[config.mk]
export PLATFORM = sky130hd
export DESIGN_NAME = round_sequencer
export DESIGN_NICKNAME = d
export VERILOG_FILES = /design/src/rtl/round_sequencer.sv
export SDC_FILE = /design/constraint.sdc
export NUM_CORES = 1
export LEC_CHECK = 0
export CORE_UTILIZATION = 40
export DETAILED_ROUTE_END_ITERATION = 7
export PLACE_DENSITY = 0.65
export REMOVE_ABC_BUFFERS = 1
export SYNTH_ARGS = -nofsm -noshare
export SYNTH_HDL_FRONTEND = slang
export SYNTH_SLANG_ARGS = --single-unit
[constraint.sdc]
create_clock -name clk -period 2.5 [get_ports clk]
set_input_delay 0.25 -clock clk [delete_from_list [all_inputs] [get_ports clk]]
set_output_delay 0.25 -clock clk [all_outputs]
set_load 0.01 [all_outputs]
[src/rtl/round_sequencer.sv]
// rtl/round_sequencer.sv - game round sequencer: attract, level load, serve countdown, play, game over, victory
// Every output is a register so no input reaches an output combinationally.
module round_sequencer #(
  parameter int LIVES_INIT  = 3,
  parameter int SERVE_DELAY = 60,
  parameter int LEVEL_MAX   = 7
) (
  input  logic       clk,
  input  logic       rst,
  input  logic       frame_tick,
  input  logic       start_btn,
  input  logic       ball_out_of_bounds,
  input  logic       all_bricks_cleared,
  output logic       start_game,
  output logic       ball_enable,
  output logic       brick_reload,
  output logic [2:0] lives,
  output logic [2:0] level,
  output logic [7:0] serve_cnt,
  output logic [2:0] state_out
);

  typedef enum logic [2:0] {
    ATTRACT   = 3'd0,
    LOAD      = 3'd1,
    SERVE     = 3'd2,
    PLAY      = 3'd3,
    GAME_OVER = 3'd4,
    VICTORY   = 3'd5
  } state_t;

  localparam logic [2:0] LIVES_RST = 3'(LIVES_INIT);
  localparam logic [2:0] LEVEL_TOP = 3'(LEVEL_MAX);
  localparam logic [7:0] SERVE_RST = 8'(SERVE_DELAY);

  state_t     state_q, state_d;
  logic [2:0] lives_q, lives_d;
  logic [2:0] level_q, level_d;
  logic [7:0] serve_cnt_q, serve_cnt_d;
  logic       start_prev_q;
  logic       start_game_q, ball_enable_q, brick_reload_q;
  logic       start_press;

  // Previous-sample register resets high so a button held through reset is not a press.
  assign start_press = start_btn & ~start_prev_q;

  always_comb begin
    state_d     = state_q;
    lives_d     = lives_q;
    level_d     = level_q;
    serve_cnt_d = serve_cnt_q;
    case (state_q)
      ATTRACT, GAME_OVER, VICTORY: begin
        if (start_press) begin
          state_d = LOAD;
          lives_d = LIVES_RST;
          level_d = 3'd0;
        end
      end
      LOAD: begin
        state_d     = SERVE;
        serve_cnt_d = SERVE_RST;
      end
      SERVE: begin
        if (frame_tick) begin
          if (serve_cnt_q <= 8'd1) begin
            serve_cnt_d = 8'd0;
            state_d     = PLAY;
          end else begin
            serve_cnt_d = serve_cnt_q - 8'd1;
          end
        end
      end
      PLAY: begin
        // A cleared map wins over a simultaneous lost ball.
        if (all_bricks_cleared) begin
          if (level_q >= LEVEL_TOP) begin
            state_d = VICTORY;
          end else begin
            level_d = level_q + 3'd1;
            state_d = LOAD;
          end
        end else if (ball_out_of_bounds) begin
          if (lives_q <= 3'd1) begin
            lives_d = 3'd0;
            state_d = GAME_OVER;
          end else begin
            lives_d     = lives_q - 3'd1;
            serve_cnt_d = SERVE_RST;
            state_d     = SERVE;
          end
        end
      end
      default: state_d = ATTRACT;
    endcase
  end

  always_ff @(posedge clk) begin
    if (rst) begin
      state_q        <= ATTRACT;
      lives_q        <= 3'd0;
      level_q        <= 3'd0;
      serve_cnt_q    <= 8'd0;
      start_prev_q   <= 1'b1;
      start_game_q   <= 1'b0;
      ball_enable_q  <= 1'b0;
      brick_reload_q <= 1'b0;
    end else begin
      state_q        <= state_d;
      lives_q        <= lives_d;
      level_q        <= level_d;
      serve_cnt_q    <= serve_cnt_d;
      start_prev_q   <= start_btn;
      start_game_q   <= (state_d == PLAY) && (state_q != PLAY);
      ball_enable_q  <= (state_d == PLAY);
      brick_reload_q <= (state_d == LOAD);
    end
  end

  assign start_game   = start_game_q;
  assign ball_enable  = ball_enable_q;
  assign brick_reload = brick_reload_q;
  assign lives        = lives_q;
  assign level        = level_q;
  assign serve_cnt    = serve_cnt_q;
  assign state_out    = state_q;

endmodule

Yosys cells after proc, flatten, opt, wreduce, memory -nomap -nowiden --
Cells that the tools add are included.
Storage, ports and cells: input bits 6, output and inout port bits 20, register bits 21
Cells by class: reductions and logical operators 8, bitwise operators 2, $add $sub $neg 3, multiplexer cells 23, eq/ne operators 15, magnitude comparators 3
Operators by type and width (count):
- $mux W3 | 14
- $mux W8 | 5
- $pmux W8 S3 | 1
- $ne A2 B2 Y1 const B | 7
- $pmux W3 S2 | 2
- $pmux W3 S4 | 1
- $eq A3 B2 Y1 const B | 3
- $le A8 B1 Y1 const B | 1
- $reduce_and A4 Y1 | 2
- $sub A8 B1 Y8 const B | 1
- $eq A3 B1 Y1 const B | 2
- $eq A3 B3 Y1 const B | 2
- $reduce_and A5 Y1 | 1
- $add A3 B1 Y3 const B | 1
- $ge A3 B3 Y1 const B | 1
- $le A3 B1 Y1 const B | 1
- $logic_not A3 Y1 | 1
- $ne A3 B2 Y1 const B | 1
- $reduce_bool A3 Y1 | 1
- $reduce_or A3 Y1 | 1
- $sub A3 B1 Y3 const B | 1
- $reduce_bool A2 Y1 | 1
- $and A1 B1 Y1 | 1
- $logic_and A1 B1 Y1 | 1
- $not A1 Y1 | 1

Longest topological paths before layout --
Gate-level depths: netlist (run 1).
word-level depth 7, mapped depth 7

Worst setup path after synthesis (run 1) --
Ideal clock, no wire load.
path type flip-flop to flip-flop, from register serve_cnt_q[0], in the netlist serve_cnt[0], to register brick_reload_q, in the netlist brick_reload, data required time 2.383 ns, setup slack 0.793 ns, path buffers 1, stages on the path, launching flop included 7, data arrival time 1.590 ns, library setup time 0.117 ns, clock period less this slack 1.707 ns, cells stage by stage dfxtp_1 > inv_1 > ha_1 > clkbuf_1 > o211ai_4 > o221a_1 > and4bb_1
On the way: cells in the longest elaborated chain, start to end 5
RTL lines:
- from (decl) | RTL line 39 | logic [7:0] serve_cnt_q, serve_cnt_d;
- from (signal assigned) | RTL line 112 | serve_cnt_q <= serve_cnt_d;
- $le A8 B1 Y1 | RTL line 66 | if (serve_cnt_q <= 8'd1) begin
- $mux W3 | RTL line 66
- $mux W3 | RTL line 65 | if (frame_tick) begin
- $pmux W3 S4 | RTL line 52 | case (state_q)
- $eq A3 B1 Y1 | RTL line 116 | brick_reload_q <= (state_d == LOAD);
- to (signal assigned) | RTL line 116
- to (decl) | RTL line 41 | logic start_game_q, ball_enable_q, brick_reload_q;
Every way passes these cells. A chain may end at the register's enable or synchronous reset.

Worst setup path in the final report (run 1) --
from register lives_q[1], in the netlist lives[1], to register serve_cnt_q[5], in the netlist serve_cnt[5]
On the way: cells in the longest elaborated chain, start to end 3
RTL lines:
- from (decl) | RTL line 37 | logic [2:0] lives_q, lives_d;
- from (signal assigned) | RTL line 110 | lives_q <= lives_d;
- $le A3 B1 Y1 | RTL line 84 | if (lives_q <= 3'd1) begin
- $ne A2 B2 Y1 (no source line)
- $reduce_and A5 Y1 (no source line)
Every way passes these cells.

==> results.cfg, run 1 <==
[cells_and_area]
multi_input_area_um2 = 726
area_delta_synth_final_pct = 23.7
fin_nets = 182
utilization_pct = 54.0
layout-drive-gt1-share_pct = 8.28
n_antenna_cell = 0
fill_cells = 265
register_area_um2 = 420

[run_status]
violations = DRC
status = complete, but fails checks

[sta]
hold_viol_final = 0
fmax_mhz = 539
drv_slew = 0
finalCritPeriodShare_pct = 74.2
clock_skew_ps = 1.47
setup_tns_ps = 0
period_needed_ps = 1860
rsz0062_at_grt = no
slew-limit-headroom_pct = 73.0
tightest_slew_ps = 403
setup_viol = 0

[power_and_ir_drop]
leakagePower_nw = 0.553
seq_power_share_pct = 54.4
netSwitchingFraction_pct = 29.0
power-per-cell-area_nw_per_um2 = 435
clockPowerShare_pct = 24.6
vdd_drop_max_uv = 279
comb_power_share_pct = 21.0
switchingPower_uw = 193
intPower_uw = 471

[cts]
cts_setup_buffers = 0
hold_buffers = 0
h-tree-depth = 1
numCtsBuffers = 3
cts.clk_slew.worst_paths_ps = 120
cts_tree = built
worstSkewPairLatency_ps = 300
cts_max_path_buffers = 2
cts_sinks = 21
clockRootBuffer = clkbuf_4
cts_resized = 0

[setup_path]
worstSetupStartpoint = lives[1]
endpoint_kind = register
arrival_ps = 2060
reg2reg_depth = 6
cp-start-kind = register
worstPathMaxFanout = 6
reg2reg_from = lives[1]
r2r_setup_slack_ps = 640
crit_required_ps = 2700
crit_type = register to register

[floorplanning]
start_util_pct = 43.6
die_area_um2 = 3310
die_h_um = 57.5
core-area_um2 = 2830
die_w_um = 57.5
io-pin-count = 26
row_count = 19

[routing]
vias_per_cell = 5.70
drt_iter0_drc = 34
drtAntennaViolNets = 0
drc = 1
dr.pass1.iters = 6
wl_per_cell_um = 13.9
via_count = 1140
wirelength_um = 2780

[synth]
synth_top_family_by_area = simple AND/OR/NAND/NOR gates
synth_mux_area_share_pct = 1.62
synth_ff_type = dfxtp_1
synth-compound-area-share_pct = 21.1
ys.warnings.count = 0
synthArstFlopShare_pct = 0
synth-xor-area-share_pct = 0
synthAdderAreaFrac_pct = 6.09
ys_seq_area_share_pct = 34.1
syn_area_um2 = 1230
synth_cell_types = 39
synth-seq-cells = 21
synth_edf_count = 0
synth-simple-area-share_pct = 30.0
synthCells = 146
synth.avg_cell_area_um2 = 8.45

[global_routing]
antenna_found_initial = 0
grt_pass1_wl_um = 4820
grt_usage_pct = 18.7
grt_max_degree = 13
overflow = 0
grt_pass1_vias = 1105

[place]
gp_congestion = 0.780
dp_hpwl_um = 2120
port_buffers = 25

[min_path]
min_path_type = register to register
whs_path_depth = 2
min_from = level[2]

[run]
max_cap_viol_count = 0
power groups by stage:
| stage | combinational (mW) | clock (mW) | sequential, mW |
|---|---|---|---|
| floorplan | 0.0823 | 0 | 0.370 |
| detailed placement | 0.140 | 0 | 0.368 |
| finish | 0.140 | 0.163 | 0.361 |
| global route | 0.154 | 0.183 | 0.364 |
| CTS | 0.141 | 0.173 | 0.361 |
| global placement | 0.136 | 0 | 0.368 |
worst paths after layout:
path,to
worst max-delay path,serve_cnt[5]
worst min-delay path,level[2]
worst max register to register,serve_cnt[5]
worst min register to register,level[2]
cells in the mapped netlist, types with 2 or more instances:
| cell | count | area (um2) |
|---|---|---|
| and3_1 | 3 | 18.8 |
| clkbuf_1 | 3 | 11.3 |
| nor2_1 | 7 | 26.3 |
| a2111oi_2 | 4 | 60.1 |
| a21oi_1 | 13 | 65.1 |
| mux2i_1 | 2 | 20.0 |
| nor2b_1 | 7 | 43.8 |
| buf_2 | 4 | 20.0 |
| or3_1 | 5 | 31.3 |
| a211oi_1 | 2 | 15.0 |
| o21ai_0 | 3 | 15.0 |
| nor3_1 | 8 | 40.0 |
| inv_1 | 13 | 48.8 |
| dfxtp_1 | 21 | 420 |
| nand4_1 | 3 | 18.8 |
| nand3_1 | 11 | 55.1 |
| ha_1 | 6 | 75.1 |
| nand2_1 | 7 | 26.3 |
| nand2b_1 | 4 | 25.0 |
through the flow:
stage	hold WS, ps	setup slack [ps]	cell area, um2	power [mW]	instances
6_report	510	644	1530	0.664	200
3_5_place_dp	496	520	1500	0.508	196
5_1_grt	539	547	1530	0.701	200
3_3_place_gp	496	603	1500	0.503	196
2_1_floorplan	319	824	1190	0.453	138
4_1_cts	516	664	1530	0.675	200
layer usage:
layer,up-vias,wire length (um),global-route usage (%)
met4,0,17,8.36
met2,19,1420,33.2
li1,577,-,-
met5,-,0,0
met1,542,1270,22.5
met3,2,77,2.27
cells in the final DEF, fill, tap and decap left out, types with 2 or more instances in the layout:
cell,n
nand2_1,7
or3_1,5
a21oi_1,13
nand2b_1,4
ha_1,6
nand3_1,11
dfxtp_1,21
nor3_1,8
and3_1,3
mux2i_1,2
inv_1,13
o21ai_0,3
nand4_1,3
buf_4,2
clkbuf_4,3
nor2_1,7
clkdlybuf4s50_1,25
a2111oi_2,4
a211oi_1,2
nor2b_1,7
registers in the layout, summed over array words and instances (netlist names):
name          flops
state_out         3
ball_enable       1
serve_cnt         8
brick_reload      1
lives             3
start_prev_q      1
start_game        1
level             3
layout make-up:
class                           count  share of cell area [%]
Clock inverter                      1                   0.328
Clock buffer                        3                    1.48
Sequential cell                    21                    27.5
Inverter                           13                    3.20
Timing Repair Buffer               27                    17.4
Tap cell                           31                    2.54
Multi-Input combinational cell    104                    47.5
worst max-delay path, cell delays in order, from the launching register on:
cell	delay, ps
dfxtp_1	390
inv_1	90
ha_1	180
o21ba_1	270
o221ai_1	220
and2_4	260
a2111oi_2	360
cells by family (layout without fill, tap and decap cells):
logic type      count (synthesis)  in the layout
fa+ha+maj                       6              6
flops                          21             21
simple gates                   64             64
buf+inv                        21             44
mux                             2              2
compound gates                 32             32
Note: power is estimated with default switching activity, not from simulation.
==> run 2, diff against run 1 <==
==> constraint.sdc (replaced) <==
create_clock -name clk -period 1.8 [get_ports clk]
set_input_delay 0.18 -clock clk [delete_from_list [all_inputs] [get_ports clk]]
set_output_delay 0.18 -clock clk [all_outputs]
set_load 0.01 [all_outputs]
==> run 2 against run 1 <==
  * The flow still finishes with violations (DRC)
  * Via count increased by 3.7%
  * Sequential power increased by 39%
  * Register-to-register slack got worse by 520 ps
  * Count of clock-buffer cells in the layout unchanged
  * Sequential share of layout area decreased by 1.6 points
  * Fmax increased by 11%
  * Worst hold slack got worse by 19 ps
  * Critical path depth unchanged
  * Die area unchanged
  * Clock power increased by 45%
  * Total power increased by 44%
  * Critical endpoint unchanged
  * Highest routed layer unchanged
==> results.cfg, run 2 (synthesis results as in run 1) <==
[floorplanning]
die_w_um = 57.5
start_util_pct = 43.6
die_h_um = 57.5
row_count = 19
die_area_um2 = 3310
io-pin-count = 26
core-area_um2 = 2830

[cts]
cts_sinks = 21
cts.clk_slew.worst_paths_ps = 120
numCtsBuffers = 3
clockRootBuffer = clkbuf_4
cts_resized = 0
h-tree-depth = 1
cts_tree = built
hold_buffers = 0
cts_setup_buffers = 0
worstSkewPairLatency_ps = 310
cts_max_path_buffers = 2

[setup_path]
arrival_ps = 1890
slowest_stage = dfxtp_2
endpoint_kind = register
cp_num_buf_inv = 1
crit_type = register to register
crit_family = compound AO/OA/AOI/OAI gates
cp_cell_sequence = inv_1 -> ha_1 -> o21ba_1 -> o221ai_1 -> and2_4 -> a2111oi_4
cp-start-kind = register
crit_required_ps = 2010
max_stage_delay_ps = 360
worstPathMaxFanout = 6

[sta]
period_needed_ps = 1670
setup_tns_ps = 0
setup_slack_ps = 129
rsz0062_at_grt = no
clock_skew_ps = 12.1
fmax_mhz = 598
finalCritPeriodShare_pct = 92.8
drv_slew = 0
fin_hold_ws_ps = 491
slew-limit-headroom_pct = 73.7
tightest_slew_ps = 392
setup_viol = 0
hold_viol_final = 0

[power_and_ir_drop]
switchingPower_uw = 286
clockPowerShare_pct = 24.7
netSwitchingFraction_pct = 29.8
p_total_uw = 958
power-per-cell-area_nw_per_um2 = 590
seq_power_share_pct = 52.3
comb_power_share_pct = 22.9
vdd_drop_max_uv = 406
intPower_uw = 672
leakagePower_nw = 0.587

[global_routing]
grt_pass1_wl_um = 4970
grt_max_degree = 18
overflow = 0
grt_usage_pct = 19.3
antenna_found_initial = 0
grt_pass1_vias = 1117

[cells_and_area]
mostFrequentLayoutCell = clkdlybuf4s50_1
final_cells = 207
layout-drive-gt1-share_pct = 13.1
n_antenna_cell = 0
utilization_pct = 57.4
finalInstanceArea_um2 = 1620
largest_reg_flops = 8
final_cell_mix = clkdlybuf4s50_1 (25), dfxtp_1 (20), inv_1 (13), a21oi_1 (13), nand3_1 (11)
area_delta_synth_final_pct = 31.5
fin_nets = 189

[place]
dpl.cell_count = 203
dp_slack_ps = 67.0
port_buffers = 25
placedInstanceArea_um2 = 1550
dp_hpwl_um = 2250
gp_congestion = 0.844

[routing]
dr.pass1.iters = 6
wl_per_cell_um = 14.2
drtAntennaViolNets = 0
drc = 1
via_count = 1182
wirelength_um = 2930
vias_per_cell = 5.71
drt_iter0_drc = 43

[run_status]
status = complete, but fails checks
violations = DRC

[min_path]
min_path_type = primary input to register

[run]
max_cap_viol_count = 0
==> run 2: final cells by class <==
type                    instances  area (um2)
multi-input cells             104         768
fillers                       268        1210
inverters                      13        48.8
clock buffers                   3        22.5
repair buffers                 34         318
clock inverters                 1        5.00
well taps                      31        38.8
flip-flops and latches         21         422
==> run 2: worst paths after layout <==
| path | slack [ps] | cells after the start | to | from |
|---|---|---|---|---|
| max | 130 | 6 | serve_cnt[5] | lives[1] |
| min | 490 | 2 | start_prev_q | start_btn |
| max reg2reg | 130 | 6 | serve_cnt[5] | lives[1] |
| min reg2reg | 520 | 2 | level[2] | level[2] |
==> run 2: power by group through the flow <==
stage                     registers, mW  clock network (mW)  logic [mW]
after floorplan                   0.514                   0       0.114
after global placement            0.510                   0       0.202
after detailed placement          0.512                   0       0.209
after CTS                         0.501               0.247       0.210
after global routing              0.505               0.267       0.240
final                             0.501               0.237       0.220
==> run 2: layer usage <==
metal	share of wire (%)	GRT usage (%)
met2	50	34.2
met3	2.9	2.04
met4	1.4	8.36
met1	45	23.6
met5	0	0
==> run 2: worst register-to-register path: cells and delay by family, from the launching register on <==
| kind | cells | cell delay (ps) |
|---|---|---|
| buffers and inverters | 1 | 70 |
| DFF | 1 | 360 |
| and+or+nand+nor | 1 | 210 |
| adders and majority gates | 1 | 170 |
| AOI/OAI and AO/OA | 3 | 770 |
